==> config.mk <==
export PLATFORM = sky130hd
export DESIGN_NAME = generate_burst_len
export DESIGN_NICKNAME = d
export VERILOG_FILES = /design/src/rtl/generate_burst_len.sv
export SDC_FILE = /design/constraint.sdc
export NUM_CORES = 1
export LEC_CHECK = 0
export CELL_PAD_IN_SITES_DETAIL_PLACEMENT = 1
export CELL_PAD_IN_SITES_GLOBAL_PLACEMENT = 1
export CORE_UTILIZATION = 28
export CTS_CLUSTER_DIAMETER = 50
export DETAILED_ROUTE_END_ITERATION = 8
export HOLD_SLACK_MARGIN = 0.12
export PLACE_DENSITY_LB_ADDON = 0.1
export REMOVE_ABC_BUFFERS = 1
export SLEW_MARGIN = 20
export SYNTH_ARGS = -nofsm -noshare
export SYNTH_HDL_FRONTEND = slang
export SYNTH_SLANG_ARGS = --single-unit
==> constraint.sdc <==
create_clock -name clk -period 1.55 [get_ports clk]
set_input_delay 0.31 -clock clk [delete_from_list [all_inputs] [get_ports clk]]
set_output_delay 0.31 -clock clk [all_outputs]
set_load 0.03 [all_outputs]
==> src/rtl/generate_burst_len.sv <==
// Regroups a per-beat stream of last flags into burst lengths (beats - 1).
// Ports: clk/rst, last_* input FIFO pop side, burst_len_* output FIFO push side, split status.
module generate_burst_len #(
  parameter int BurstLenWidth = 8
) (
  input  logic                     clk,
  input  logic                     rst,
  input  logic                     last_dout,
  input  logic                     last_empty_n,
  output logic                     last_read,
  output logic [BurstLenWidth-1:0] burst_len_din,
  input  logic                     burst_len_full_n,
  output logic                     burst_len_write,
  output logic                     split
);

  logic [BurstLenWidth-1:0] count;
  logic                     max;
  logic                     closes;

  // A full counter forces the current beat to close the burst,
  // so the counter can never wrap.
  assign max    = &count;
  assign closes = last_dout | max;

  // Non-closing beats never need output space; closing beats wait for it.
  assign last_read       = ~rst & last_empty_n & (burst_len_full_n | ~closes);
  assign burst_len_write = last_read & closes;
  assign burst_len_din   = count;

  always_ff @(posedge clk) begin
    if (rst) begin
      count <= '0;
      split <= 1'b0;
    end else if (last_read) begin
      if (closes) begin
        count <= '0;
      end else begin
        count <= count + 1'b1;
      end
      // Only a forced close marks a split; a genuine last at max does not.
      if (max & ~last_dout) begin
        split <= 1'b1;
      end
    end
  end

endmodule

**Word level (Yosys, flattened, before mapping)**

Cells that the tools add are included.

- Bits of input ports: 5
- Output and inout bits: 11
- Word-level logic and storage cells: 15
- Flip-flop bits (word level): 9

- $add $sub $neg: 1
- Reduce and logical (&&, ||, !) cells: 2
- Bitwise operators: 9
- Muxes and demuxes: 1

Operators with widths:

| cell | count |
|---|---|
| adder 8 x 1 -> 8 bit (second input constant) | 1 |
| two-way mux 8 bit | 1 |
| AND reduction 8 bit | 1 |
| AND 1 bit | 4 |
| NOT 1 bit | 3 |
| bitwise OR 1 bit | 2 |
| AND reduction 2 bit | 1 |

**Logic depth before layout (Yosys ltp)**

- Depth after elaboration: 6
- Depth in mapped cells: 5
- Mapped depth without buffers: 5

**Worst setup path before layout**

Ideal clock, no wire load.

- Path type: flip-flop to output port
- Start point: register count[0], in the netlist burst_len_din[0]
- End point: output burst_len_write
- Arrival: 2.013 ns
- Setup slack: -0.773 ns
- Path buffers: 0
- Cell stages (with the launch flop): 5
- Path through: dfxtp_1 ha_1 nand3_1 o21a_1 nor3_1

- Cells in the longest elaborated chain, start to end: 6

Ends and longest elaborated chain:

| what | RTL line | text |
|---|---|---|
| from (decl) | 17 | `logic [BurstLenWidth-1:0] count;` |
| from (signal assigned) | 39 | `count <= count + 1'b1;` |
| AND reduction 8 bit (*) | 23 | `assign max = &count;` |
| bitwise OR 1 bit (*) | 24 | `assign closes = last_dout \| max;` |
| NOT 1 bit | 27 | `assign last_read = ~rst & last_empty_n & (burst_len_full_n \| ~closes);` |
| bitwise OR 1 bit | 27 |  |
| AND 1 bit | 27 |  |
| AND 1 bit (*) | 28 | `assign burst_len_write = last_read & closes;` |
| to (decl) | 13 | `output logic burst_len_write,` |

Mark *: on every way between the ends. The rest lies on a longest branch, timed or not.

**Worst setup path after layout**

- Start point: register count[1], in the netlist burst_len_din[1]
- End point: output last_read

- Cells in the longest elaborated chain, start to end: 5

Ends and longest elaborated chain:

| what | RTL line | text |
|---|---|---|
| AND reduction 8 bit | 23 |  |
| bitwise OR 1 bit | 24 |  |
| NOT 1 bit | 27 |  |
| bitwise OR 1 bit | 27 |  |
| AND 1 bit | 27 |  |
| to (decl) | 10 | `output logic last_read,` |

No other way between the ends.

==> out/metrics.cfg <==
[place]
dp_hpwl_um=1290
gp_congestion=0.762
io_buffers=15

[clock_network]
htreeDepth=1
cts_hold_buf=0
cts_root_buf=clkbuf_4
cts_buffer_depth=2
clkSlewWorstSetupHoldPaths_ps=60
clk-insertion-delay-late_ps=260
tritoncts=yes
cts.sinks=9
cts_buffers=3

[logic_synthesis]
synth-warning-count=0
syn-cell-area_um2=523
ys_ff_latch=9
synth-seq-area-share=0.344
syn_area_per_cell_um2=8.17
synth_cells=64
synth_cell_types=27

[floorplanning]
start_util=0.300
die_x_um=45.2
pin_count=16
die_area_um2=2040
rows=15
die_y_um=45.2
core_area_um2=1750

[global_route]
grt_max_degree=11
grt_pass1_vias=661
antenna_found_initial=0
grt.total_usage=0.215
grt_overflow=0
grt_pass1_wl_um=3110

[drt]
vias=652
drt-initial-drc-count=7
avgViaCountPerCell=5.05
drc=0
drt.antenna.violating_nets=0
wl_um=1950
dr.pass1.iters=3
wl_per_cell_um=15.1

[layout]
fillers=220
multi_input_area_um2=373
fin_util=0.538
area_growth_pct=79.4
num_antenna_cells=0
fin_nets=111
drive_gt1_frac=0.394
regArea_um2=190

[critical_path]
critPathLaunchType=flip-flop
end_kind=output pin
worstPathCellList=ha_4, nand3_2, buf_6, o311ai_4, nor2_1, buf_4
critPathArrivalTime_ps=1450
crit_path_max_incr_delay_ps=350
crit_start=burst_len_din[1]
crit_type=flip-flop to output pin
r2r_start=burst_len_din[1]
critPathRequiredTime_ps=1240
crit_slowest_cell=dfxtp_2
crit_fanout=5

[power]
leakage_nw=0.424
p_int_uw=374
ir_worst_vdd_mv=0.424
clockPowerShare=0.366
p_sw_frac=0.278
p_per_area_nw_per_um2=552
pwr-share-seq=0.449
switching_power_uw=144
comb_power_share=0.184
power.total_uw=518

[sta]
setup_ws_ps=-211
fmaxAchievable_mhz=568
hold_viol_final=0
post-route-period-util=1.14
maxSlewHeadroom=0.800
drv_slew=0
finalSetupViolCount=3
worst_pin_slew_ps=301
rsz0062_at_grt=yes
period_minus_slack_ps=1760
fin_skew_ps=6.09

[hold_path]
min_path_type=flip-flop to flip-flop
min_from=split

[outcome]
violations=negative setup slack
status=finished, violations left

[run]
cap_violations=0

-- cell families (layout without fill, tap and decap cells) --
kind of cell | after synthesis | count (layout) | synth area share
buffers and inverters | 6 | 46 | 0.0431
muxes | 1 | 1 | 0.0191
and+or+nand+nor | 31 | 31 | 0.318
AOI/OAI and AO/OA | 16 | 16 | 0.251
adders and majority gates | 1 | 1 | 0.0239
DFF | 9 | 9 | 0.344
-- per-stage QoR --
step / cell area, um2 / TNS, ps / hold slack (ps) / worst slack [ps] / std cells
finish: 938 / -422 / 495 / -211 / 129
global placement: 823 / -1800 / 456 / -261 / 120
floorplan: 519 / -2620 / 379 / -773 / 63
global route: 938 / -630 / 513 / -269 / 129
CTS: 912 / -431 / 494 / -215 / 127
detailed placement: 823 / -2160 / 486 / -298 / 120
-- cells in the final DEF (no fill, tap or decap), types with 3 or more instances in the layout --
master / n
inv_1: 5
a21oi_1: 4
buf_4: 23
clkbuf_4: 3
nand2_1: 6
dlygate4sd2_1: 12
nand3_1: 4
dfxtp_1: 5
nor2_1: 6
-- Yosys cell counts (all sizes together) --
cell / instances / area share
clkbuf: 1 / 0.0072
nand4: 2 / 0.024
a211oi: 1 / 0.014
nand3b: 1 / 0.014
nor2b: 1 / 0.012
or2b: 1 / 0.014
o31ai: 2 / 0.029
ha: 1 / 0.024
or3b: 1 / 0.017
nand3: 6 / 0.057
mux2i: 1 / 0.019
o21a: 2 / 0.029
or4b: 1 / 0.019
o2111ai: 1 / 0.017
nor2: 6 / 0.043
nand2: 6 / 0.043
nor3: 1 / 0.0096
inv: 5 / 0.036
or4: 2 / 0.029
nand2b: 2 / 0.024
dfxtp: 9 / 0.34
a2111o: 1 / 0.022
a21oi: 4 / 0.038
nor4: 1 / 0.012
o21ai: 2 / 0.019
o311ai: 1 / 0.050
a32oi: 2 / 0.033
-- timing repair --
action / in CTS / in global routing
setup buffers: 3 / 3
pin swaps: 5 / 2
gates resized for setup: 26 / 3
endpoints found under the setup margin: 16 / 8
gates cloned: 0 / 0
-- critical path, delay by kind of cell, from the launching register on --
kind / cells / cell delay (ps)
flops: 1 / 350
buf+inv: 2 / 310
compound gates: 1 / 240
fa+ha+maj: 1 / 150
simple gates: 2 / 140
-- power groups by stage --
stage	Sequential [mW]	Clock, mW	Combinational [mW]
3_5_place_dp	0.240	0	0.0920
3_3_place_gp	0.240	0	0.0919
5_1_grt	0.233	0.202	0.103
6_report	0.233	0.190	0.0955
4_1_cts	0.234	0.195	0.0949
2_1_floorplan	0.246	0	0.0293
-- flip-flops by register name, indices dropped and copies added, names as in the netlist --
name           count
burst_len_din      8
split              1
-- per-layer routing --
metal,vias up,routed length [um],GRT usage
met5,-,0,0
met4,0,23,0.0909
met3,4,69,0.0240
met2,13,938,0.330
met1,316,919,0.301
li1,319,-,-
-- path summary, 6_finish.rpt --
check	end	slack, ps	depth (start not counted)
worst max-delay path	last_read	-210	6
worst min-delay path	split	500	1
worst max register to register	burst_len_din[6]	0	7
worst min register to register	split	500	1
-- area by class of cell --
class	count	area share
clock buffers	4	0.0280
flip-flops and latches	9	0.203
multi-input cells	49	0.397
inverters	5	0.0200
well taps	25	0.0333
repair buffers	37	0.319
No activity file was read; power rests on OpenSTA's default activity.
